===== config.mk =====
export PLATFORM = sky130hd
export DESIGN_NAME = fifo_rd_streamer
export DESIGN_NICKNAME = d
export VERILOG_FILES = /design/src/rtl/fifo_rd_streamer.sv
export SDC_FILE = /design/constraint.sdc
export NUM_CORES = 1
export LEC_CHECK = 0
export ABC_AREA = 1
export CAP_MARGIN = 20
export CORE_ASPECT_RATIO = 1.1
export CORE_MARGIN = 2
export CORE_UTILIZATION = 50
export DETAILED_ROUTE_END_ITERATION = 8
export DONT_BUFFER_PORTS = 1
export PLACE_DENSITY = 0.68
export REMOVE_ABC_BUFFERS = 1
export SYNTH_ARGS = -nofsm -noshare
export SYNTH_HDL_FRONTEND = slang
export SYNTH_SLANG_ARGS = --single-unit

===== constraint.sdc =====
create_clock -name clk -period 2.55 [get_ports clk]
set_clock_uncertainty 0.1 [all_clocks]
set_input_delay 0.3825 -clock clk [delete_from_list [all_inputs] [get_ports clk]]
set_output_delay 0.3825 -clock clk [all_outputs]
set_load 0.02 [all_outputs]

===== src/rtl/fifo_rd_streamer.sv =====
// Drains a first-word-fall-through FIFO into a valid/ready stream, grouping beats
// into bursts of BURST_LEN and flushing a short burst after TIMEOUT idle cycles.
module fifo_rd_streamer #(
  parameter int DATA_W    = 4,
  parameter int BURST_LEN = 4,
  parameter int TIMEOUT   = 16,
  parameter int CNT_W     = $clog2(BURST_LEN),
  parameter int TO_W      = $clog2(TIMEOUT + 1)
) (
  input  logic              clk,
  input  logic              rst,
  output logic              o_rden,
  input  logic [DATA_W-1:0] i_rddata,
  input  logic              i_empty,
  output logic              o_valid,
  output logic [DATA_W-1:0] o_data,
  output logic              o_last,
  input  logic              i_ready,
  output logic              o_busy
);

  localparam logic [CNT_W-1:0] BEAT_FINAL = CNT_W'(BURST_LEN - 1);
  localparam logic [TO_W-1:0]  IDLE_MAX   = TO_W'(TIMEOUT);

  logic              hold_vld;
  logic [DATA_W-1:0] hold_data;
  logic [CNT_W-1:0]  beat_cnt;
  logic [TO_W-1:0]   idle_cnt;

  logic out_free;
  logic final_beat;
  logic idle_expired;
  logic move;
  logic move_last;

  function automatic logic [TO_W-1:0] idle_sat_inc(input logic [TO_W-1:0] cnt);
    return (cnt == IDLE_MAX) ? cnt : cnt + TO_W'(1);
  endfunction

  assign out_free     = !o_valid || i_ready;
  assign final_beat   = (beat_cnt == BEAT_FINAL);
  assign idle_expired = (idle_cnt == IDLE_MAX);

  // The held word only leaves once its successor is visible, because only then
  // do we know whether it must carry last.
  assign move      = hold_vld && out_free && (!i_empty || final_beat || idle_expired);
  assign move_last = final_beat || (idle_expired && i_empty);

  assign o_rden = !rst && !i_empty && (!hold_vld || move);
  assign o_busy = hold_vld || o_valid;

  // Hold stage: lookahead word popped from the FIFO
  always_ff @(posedge clk) begin
    if (o_rden) begin
      hold_data <= i_rddata;
    end
  end

  // Output stage and burst/idle bookkeeping
  always_ff @(posedge clk) begin
    if (rst) begin
      hold_vld <= 1'b0;
      o_valid  <= 1'b0;
      o_data   <= '0;
      o_last   <= 1'b0;
      beat_cnt <= '0;
      idle_cnt <= '0;
    end else begin
      if (o_rden) begin
        hold_vld <= 1'b1;
      end else if (move) begin
        hold_vld <= 1'b0;
      end

      if (move) begin
        o_valid <= 1'b1;
        o_data  <= hold_data;
        o_last  <= move_last;
      end else if (i_ready) begin
        o_valid <= 1'b0;
      end

      if (move) begin
        beat_cnt <= move_last ? '0 : beat_cnt + CNT_W'(1);
      end

      // A newly arriving word restarts the count, cancelling any pending flush.
      if (move || o_rden) begin
        idle_cnt <= '0;
      end else if (hold_vld && i_empty) begin
        idle_cnt <= idle_sat_inc(idle_cnt);
      end
    end
  end

endmodule


==> results of run 1 <==
-- synthesized netlist by cell type --
library cell / count
a21boi_4: 1
a21oi_1: 3
buf_6: 1
dfxtp_1: 14
edfxtp_1: 4
ha_1: 3
inv_1: 17
nand2_1: 26
nand2_2: 4
nand3_1: 7
nand4_1: 1
nor2_1: 16
nor2_2: 3
nor2_4: 1
o211ai_1: 1
o21ai_0: 5
or2_2: 1
xnor2_1: 1
-- layer usage --
| metal | part of all wire, % | routed length [µm] | vias to the layer above | GRT usage (%) |
|---|---|---|---|---|
| met1 | 45 | 595 | 290 | 17.1 |
| li1 | - | - | 344 | - |
| met5 | 0 | 0 | - | 0 |
| met2 | 49 | 659 | 16 | 26.3 |
| met4 | 1.8 | 24 | 0 | 9.09 |
| met3 | 4.0 | 53 | 4 | 3.08 |
-- flip-flops by register name (all words and copies together) (netlist names) --
| name | flops |
|---|---|
| o_valid | 1 |
| o_data | 4 |
| hold_data | 4 |
| hold_vld | 1 |
| beat_cnt | 2 |
| idle_cnt | 5 |
| o_last | 1 |
-- area by class of cell --
| cell class | instances | area [µm²] | share of cell area (%) |
|---|---|---|---|
| Inverter | 17 | 63.8 | 7.15 |
| Tap cell | 17 | 21.3 | 2.38 |
| Clock buffer | 3 | 22.5 | 2.52 |
| Timing Repair Buffer | 1 | 7.51 | 0.842 |
| Multi-Input combinational cell | 73 | 373 | 41.8 |
| Clock inverter | 1 | 3.75 | 0.421 |
| Sequential cell | 18 | 400 | 44.9 |
-- layout by cell type, fill, tap and decap left out --
| cell type | instances |
|---|---|
| a21boi_4 | 1 |
| a21oi_1 | 3 |
| buf_4 | 1 |
| clkbuf_4 | 3 |
| clkinv_1 | 1 |
| dfxtp_1 | 14 |
| edfxtp_1 | 4 |
| ha_1 | 3 |
| inv_1 | 17 |
| nand2_1 | 26 |
| nand2_2 | 4 |
| nand3_1 | 7 |
| nand4_1 | 1 |
| nor2_1 | 16 |
| nor2_2 | 3 |
| nor2_4 | 1 |
| o211ai_1 | 1 |
| o21ai_0 | 5 |
| or2_2 | 1 |
| xnor2_1 | 1 |
-- power breakdown --
part,switching (mW),internal (mW),leakage [nW],total (mW)
sequential,0.0165,0.304,0.151,0.321
combinational,0.0328,0.0184,0.231,0.0512
clock,0.0829,0.0568,0.0154,0.140
total,0.132,0.379,0.397,0.512
-- metrics by stage --
| step | setup slack (ns) | cells |
|---|---|---|
| floorplan | 0.608 | 108 |
| global placement | 0.774 | 126 |
| detailed placement | 0.708 | 126 |
| CTS | 0.372 | 130 |
| global route | 0.267 | 130 |
| finish | 0.392 | 130 |
-- worst max-delay path by stage --
stage             end  depth (start not counted)   startpoint  slack, ns
2_1_floorplan  o_rden                          8  idle_cnt[0]       0.61
5_1_grt        o_rden                          9  idle_cnt[0]       0.27
6_report       o_rden                          9  idle_cnt[0]       0.39
3_5_place_dp   o_rden                          9  idle_cnt[0]       0.71
4_1_cts        o_rden                          9  idle_cnt[0]       0.37
3_3_place_gp   o_rden                          9  idle_cnt[0]       0.77
-- kinds of logic after synthesis --
family                   share of synthesized area, %
AO/OA/AOI/OAI                                    7.82
AND/OR/NAND/NOR                                  30.7
flip-flops                                       47.2
XOR/XNOR                                         1.03
adder cells (fa/ha/maj)                          4.43
buffers and inverters                            8.85
==> flow_summary.yaml, run 1 <==
run_status:
  status: "completed"
routing:
  drc_errors: 0
  vias: 654
  wirelength_um: 1330
  vias_per_cell: 5.03
  wire_per_inst_um: 10.3
  drt_first_pass_iters: 4
  ant_nets: 0
  drt_iter0_markers: 8
critical_path:
  r2r-start: "idle_cnt[0]"
  worst-r2r-setup-slack_ns: 0.78
  critPathArrivalTime_ns: 1.68
  path_cells: "inv_1 -> ha_1 -> nand2_1 -> inv_1 -> nand2_2 -> nand2_2 -> nand2_2 -> a21oi_1 -> buf_4"
  crit_type: "flop to output pin"
  crit_required_ns: 2.07
  cpPeakStageDelay_ns: 0.34
  endpoint_kind: "output pin"
  crit_slowest_cell: "dfxtp_1"
  start_kind: "flop"
  rr_endpoint: "hold_data[0]"
  path_max_fanout: 12
  path_buf_inv: 3
  crit_family: "buffers and inverters"
  reg2reg_depth: 9
  crit_top_cell: "nand2_2"
cts:
  tritoncts: "yes"
  htree_levels: 1
  clk-insertion-delay-late_ns: 0.29
  holdBufCountCts: 0
  ctsLongestPathBuffers: 2
  cts.sinks: 18
  clkTransAtPathRegs_ns: 0.10
  post_cts_buffers: 0
  ctsRootBufferMaster: "clkbuf_4"
  cts_made_buffers: 3
  post_cts_resized: 0
yosys:
  synth_cell_types: 18
  synth-seq-cells: 18
  yosys-top-cells-area: "dfxtp_1 (33%), edfxtp_1 (14%), nand2_1 (12%)"
  ys_seq_area_share_pct: 47.2
  synth_top_area_share_pct: 33.0
  netlist_area_um2: 848
  syn_area_per_cell_um2: 7.78
  syn_inst: 109
  synth_warnings: 0
  synth_area_leader_cell: "dfxtp_1"
power_and_ir_drop:
  leakage_nw: 0.397
  power_uw: 512
  ir_drop_v: 0.000402
  power_density_nw_per_um2: 574
min_path:
  hold_start: "rst"
  whs_endpoint: "o_last"
  hold_class: "input pin to flop"
  hold_path_depth: 1
timing:
  maxSlewViolCount: 0
  fmax_mhz: 463
  rsz0062_at_grt: "false"
  period_needed_ns: 2.16
  tightest_slew_ns: 0.433
  whs_ns: 0.0446
  hold_viol: 0
  slew_headroom_pct: 71.0
  setup_viol: 0
  fin_crit_sh_pct: 84.6
  final.setup.tns_ns: 0
layout:
  n_antenna_cell: 0
  drive_gt1_share_pct: 12.4
  fin_util_pct: 56.6
  final_net_count: 125
  nFillCells: 162
  area_delta_synth_final_pct: 5.16
  fin_area_um2: 892
grt:
  antenna_found_initial: 0
  grt_usage_pct: 15.0
  grt_pass1_vias: 586
  grt_max_degree: 13
  overflow: 0
  grt_pass1_wl_um: 2270
floorplan:
  die_w_um: 43.3
  start_util_pct: 53.8
  design.core.area_um2: 1580
  fp.dieH_um: 47.2
  ios: 16
  rows: 15
  die_area_um2: 2040
job:
  drv_cap: 0
placement:
  hpwl_um: 1060
  place_congestion: 0.800
  port_buffers: 0
  place_area_um2: 866
Power figures use the tool's default switching activity.
==> run 2: changes to the inputs <==
clock period = 2 ns   (was 2.55 ns; I/O delays follow)
==> run 2 against run 1 <==
  * Die area did not move
  * Sequential share of layout area fell by 3.5 points
  * Critical path type unchanged
  * Total power rose by 31%
  * Via count rose by 4.7%
  * Flip-flop and latch count did not move
  * Setup slack got worse by 0.28 ns
  * Register-to-register slack got worse by 0.46 ns
  * Clock power rose by 27%
  * Global-route usage rose by 1.1 points
  * Final area rose by 8.8%
  * Cell count rose by 4.6%
  * First-iteration DRC count fell by 75%
==> flow_summary.yaml, run 2 (same netlist as run 1, synthesis figures left out) <==
cts:
  clkTransAtPathRegs_ns: 0.10
  ctsRootBufferMaster: "clkbuf_4"
  cts_made_buffers: 3
  htree_levels: 1
  ctsLongestPathBuffers: 2
  tritoncts: "yes"
  cts.sinks: 18
  clk-insertion-delay-late_ns: 0.29
power_and_ir_drop:
  leakage_nw: 0.431
  power_density_nw_per_um2: 689
  power_uw: 669
  ir_drop_v: 0.000534
routing:
  drc_errors: 0
  wirelength_um: 1450
  ant_nets: 0
  wire_per_inst_um: 10.7
  vias: 685
  vias_per_cell: 5.04
  drt_iter0_markers: 2
  drt_first_pass_iters: 3
timing:
  hold_viol: 0
  tightest_slew_ns: 0.435
  setup_viol: 0
  fin_ws_ns: 0.116
  rsz0062_at_grt: "false"
  period_needed_ns: 1.88
  maxSlewViolCount: 0
  fmax_mhz: 531
  fin_crit_sh_pct: 94.2
  slew_headroom_pct: 70.9
  final.setup.tns_ns: 0
min_path:
  hold_class: "input pin to flop"
  hold_start: "rst"
critical_path:
  crit_required_ns: 1.60
  r2r-start: "idle_cnt[1]"
  startpoint: "idle_cnt[0]"
  endpoint_kind: "output pin"
  path_max_fanout: 5
  start_kind: "flop"
  crit_type: "flop to output pin"
  critPathArrivalTime_ns: 1.48
grt:
  grt_usage_pct: 16.2
  overflow: 0
  grt_max_degree: 12
  antenna_found_initial: 0
  grt_pass1_wl_um: 2460
  grt_pass1_vias: 619
layout:
  fin_area_um2: 971
  regMostFlops: "idle_cnt"
  final_common_cell: "nand2_1"
  n_antenna_cell: 0
  area_delta_synth_final_pct: 14.5
  largest_register_ffs: 5
  multi_input_area_um2: 389
  drive_gt1_share_pct: 15.1
  final_net_count: 131
  seq_area_um2: 402
  reg_top3: "idle_cnt: 5 flops, hold_data: 4 flops, o_data: 4 flops"
  nFillCells: 150
  finalNonFillerCells: 136
  mostFrequentLayoutCells: "nand2_1 (26), inv_1 (16), nor2_1 (16), dfxtp_1 (13), nand3_1 (7)"
placement:
  place_congestion: 0.800
  post-place-ws_ns: 0.238
  post-place-cells: 126
  place_area_um2: 866
  hpwl_um: 1060
  port_buffers: 0
floorplan:
  fp.dieH_um: 47.2
  design.core.area_um2: 1580
  start_util_pct: 53.8
  die_area_um2: 2040
  die_w_um: 43.3
  ios: 16
  rows: 15
job:
  drv_cap: 0
run_status:
  status: "completed"
-- run 2: cell count changes in the layout (fill, tap and decap cells not counted), sizes merged --
cell,delta
buf,+1
dlygate4sd3,+5
-- run 2: where the power goes --
part	internal, mW	switching [mW]
logic	0.0339	0.0475
registers	0.388	0.0223
clock network	0.0724	0.105
-- run 2: repair_timing --
item                       4_1_cts  5_1_grt
pin swaps                        2        1
hold endpoints to repair         2        4
cloned                           0        0
hold buffers                     1        4
gates resized for setup          3        3
buffers inserted                 1        0
setup endpoints to repair        1        1
-- run 2: final timing paths --
kind	end	cells after the start	slack, ns
hold reg to reg	beat_cnt[1]	2	0.40
hold / removal	beat_cnt[1]	3	0.06
setup reg to reg	idle_cnt[2]	10	0.32
setup / recovery	o_rden	9	0.12
-- run 2: worst max-delay path: stages (launching register included) --
cell and delay [ns]:
dfxtp_2 0.35, inv_2 0.06, ha_1 0.14, nand2_1 0.05, inv_1 0.08, nand2_2 0.08
nand2_2 0.09, nand2_4 0.07, a21oi_4 0.12, buf_6 0.15
-- run 2: cell type report --
| class | instances | area share (%) |
|---|---|---|
| sequential | 18 | 41.4 |
| multi-input combinational | 73 | 40.1 |
| timing repair buffer | 7 | 7.09 |
| inverter | 17 | 6.57 |
| clock buffer | 3 | 2.32 |
| tap | 17 | 2.19 |
| clock inverter | 1 | 0.387 |
-- run 2: layer usage --
| metal | share of wire (%) | track usage [%] | wire length, µm |
|---|---|---|---|
| met5 | 0 | 0 | 0 |
| met4 | 0.83 | 9.09 | 12 |
| met3 | 4.4 | 3.08 | 64 |
| met2 | 51 | 28.4 | 747 |
| met1 | 43 | 18.8 | 629 |
-- run 2: metrics by stage --
stage / util [%] / hold slack [ns]
final: 61.6 / 0.0586
after global placement: 54.9 / 0.273
after global routing: 61.6 / 0.0781
after CTS: 58.5 / 0.00254
after floorplan: - / 0.269
after detailed placement: 54.9 / 0.274
==> run 3: changes to the inputs <==
ABC_AREA = not set   (was 1)
GPL_ROUTABILITY_DRIVEN = 0   (was not set)
==> run 3 against run 2 <==
  * Wire length is 6.7% higher
  * Total power is 2.3% lower
  * Count of clock-buffer cells in the layout stayed put
  * Register-to-register slack worse by 0.04 ns
  * Final area is 2.2% lower
  * Setup slack better by 0.16 ns
  * Highest routed layer unchanged
  * First-iteration DRC count grew to 9.0 times the previous value
  * Area after synthesis is 2.4% higher
  * Largest cell class is now multi-input gates
  * Fmax is 9.3% higher
  * Via count is 7.0% lower
==> flow_summary.yaml, run 3 <==
run_status:
  status: "completed"
yosys:
  synth_most_common_cell: "dfxtp_1"
  synth_top_area_share_pct: 32.3
  synth-seq-cells: 18
  synth_warnings: 0
  synth_ff_type: "dfxtp_1"
  synth_cell_types: 34
  syn_inst: 84
  synthArstFlopShare_pct: 0
  syn_area_per_cell_um2: 10.3
  synth_edf_count: 4
  yosys-top-cells-area: "dfxtp_1 (32%), edfxtp_1 (14%), nand2_1 (5.6%)"
  netlist_area_um2: 868
  synth_area_leader_cell: "dfxtp_1"
  ys_seq_area_share_pct: 46.1
  synthTopCellsByCount: "dfxtp_1 (14), nand2_1 (13), inv_1 (5)"
grt:
  overflow: 0
  antenna_found_initial: 0
  grt_max_degree: 13
  grt_pass1_wl_um: 2360
  grt_pass1_vias: 538
  grt_usage_pct: 15.8
routing:
  drt_first_pass_iters: 4
  ant_nets: 0
  vias: 637
  vias_per_cell: 5.95
  wirelength_um: 1550
  drt_iter0_markers: 18
  drc_errors: 0
  wire_per_inst_um: 14.5
critical_path:
  endpoint_kind: "flop"
  startpoint: "idle_cnt[0]"
  start_kind: "flop"
  r2r-start: "idle_cnt[0]"
  endpoint: "beat_cnt[1]"
  reg2reg_depth: 5
  crit_required_ns: 2.10
  critPathArrivalTime_ns: 1.83
  path_max_fanout: 6
  worst-r2r-setup-slack_ns: 0.28
  crit_type: "flop to flop"
  rr_endpoint: "beat_cnt[1]"
floorplan:
  design.core.area_um2: 1600
  fp.dieH_um: 47.7
  rows: 15
  ios: 16
  start_util_pct: 54.4
  die_area_um2: 2090
  die_w_um: 43.7
timing:
  slew_headroom_pct: 66.5
  fin_ws_ns: 0.277
  fmax_mhz: 580
  rsz0062_at_grt: "false"
  setup_viol: 0
  tightest_slew_ns: 0.503
  hold_viol: 0
  final.setup.tns_ns: 0
  maxSlewViolCount: 0
  fin_crit_sh_pct: 86.1
  period_needed_ns: 1.72
layout:
  n_antenna_cell: 0
  regMostFlops: "idle_cnt"
  area_delta_synth_final_pct: 9.37
  largest_register_ffs: 5
  final_common_cell: "dfxtp_1"
  mostFrequentLayoutCells: "dfxtp_1 (14), nand2_1 (13), inv_1 (5), dlygate4sd3_1 (5)"
  drive_gt1_share_pct: 15.6
  reg_top3: "idle_cnt: 5 flops, hold_data: 4 flops, o_data: 4 flops"
  multi_input_area_um2: 422
  seq_area_um2: 400
  nFillCells: 127
  final_net_count: 102
placement:
  port_buffers: 0
  post-place-ws_ns: 0.303
cts:
  clk-insertion-delay-late_ns: 0.29
  post_cts_resized: 0
  cts_made_buffers: 3
  ctsLongestPathBuffers: 2
  clkTransAtPathRegs_ns: 0.10
  cts.sinks: 18
  tritoncts: "yes"
  htree_levels: 1
  ctsRootBufferMaster: "clkbuf_4"
power_and_ir_drop:
  p_sw_uw: 165
  power_density_nw_per_um2: 689
  leakage_nw: 0.355
  intPower_uw: 490
  ir_drop_v: 0.000444
  p_seq_share_pct: 62.0
  swShare_pct: 25.2
  combPwrFrac_pct: 10.3
  p_clk_share_pct: 27.7
min_path:
  hold_class: "input pin to flop"
job:
  drv_cap: 0
-- run 3: cell types whose count changed in the layout (fill, tap and decap cells not counted), sizes merged, moves of 3 or more --
cell	change
or3	+3
inv	-11
nand2	-17
a211oi	+5
nand3	-3
mux2i	+4
nor2	-19
-- run 3: layer usage --
layer  global-route usage [%]  wire length, µm  vias to the layer above
met5                        0                0                        -
met4                     9.09               10                        0
met3                     3.02               67                        2
met2                     25.3              773                       14
met1                     20.1              697                      303
li1                         -                -                      318
-- run 3: area by class of cell --
class / count / area share, %
multi-input cells: 56 / 44.4
flip-flops and latches: 18 / 42.2
repair buffers: 6 / 6.06
clock buffers: 3 / 2.37
inverters: 6 / 2.37
well taps: 17 / 2.24
clock inverters: 1 / 0.395
-- run 3: worst min path at each step --
stage	from	endpoint	slack, ns	cells after the start
2_1_floorplan	rst	o_valid	0.27	1
3_3_place_gp	rst	o_valid	0.27	1
3_5_place_dp	rst	idle_cnt[4]	0.28	1
4_1_cts	rst	beat_cnt[1]	0.02	1
5_1_grt	rst	beat_cnt[1]	0.009	1
6_report	rst	beat_cnt[1]	0.03	1
-- run 3: critical path, cell delays in order, from the launching register on --
cell	delay, ns
dfxtp_1	0.38
inv_1	0.07
ha_1	0.21
and4bb_4	0.22
o311a_1	0.43
o32ai_4	0.24
-- run 3: power by group through the flow --
stage	logic, mW	registers, mW	clock network (mW)
after global routing	0.0743	0.408	0.204
final	0.0677	0.405	0.181
after global placement	0.0580	0.413	0
after detailed placement	0.0585	0.414	0
after CTS	0.0683	0.406	0.189
after floorplan	0.0494	0.411	0
-- run 3: cell families after synthesis --
group	count (synthesis)	synth area share, %
adder cells (fa/ha/maj)	3	4.32
flip-flops	18	46.1
AO/OA/AOI/OAI	18	19.5
multiplexers	4	4.61
AND/OR/NAND/NOR	31	20.2
buffers and inverters	10	5.33
-- run 3: what timing repair did --
item,in CTS,in global routing
buffers inserted,0,0
hold buffers,5,0
hold endpoints to repair,10,0
-- run 3: metrics by stage --
step	hold WS, ns	util, %	total power, mW	std cells	instance area, µm²
floorplan	0.269	-	0.460	80	845
global placement	0.273	54.7	0.471	98	873
detailed placement	0.276	54.7	0.473	98	873
CTS	0.0198	59.5	0.663	107	950
global route	0.00925	59.5	0.686	107	950
finish	0.0263	59.5	0.654	107	950
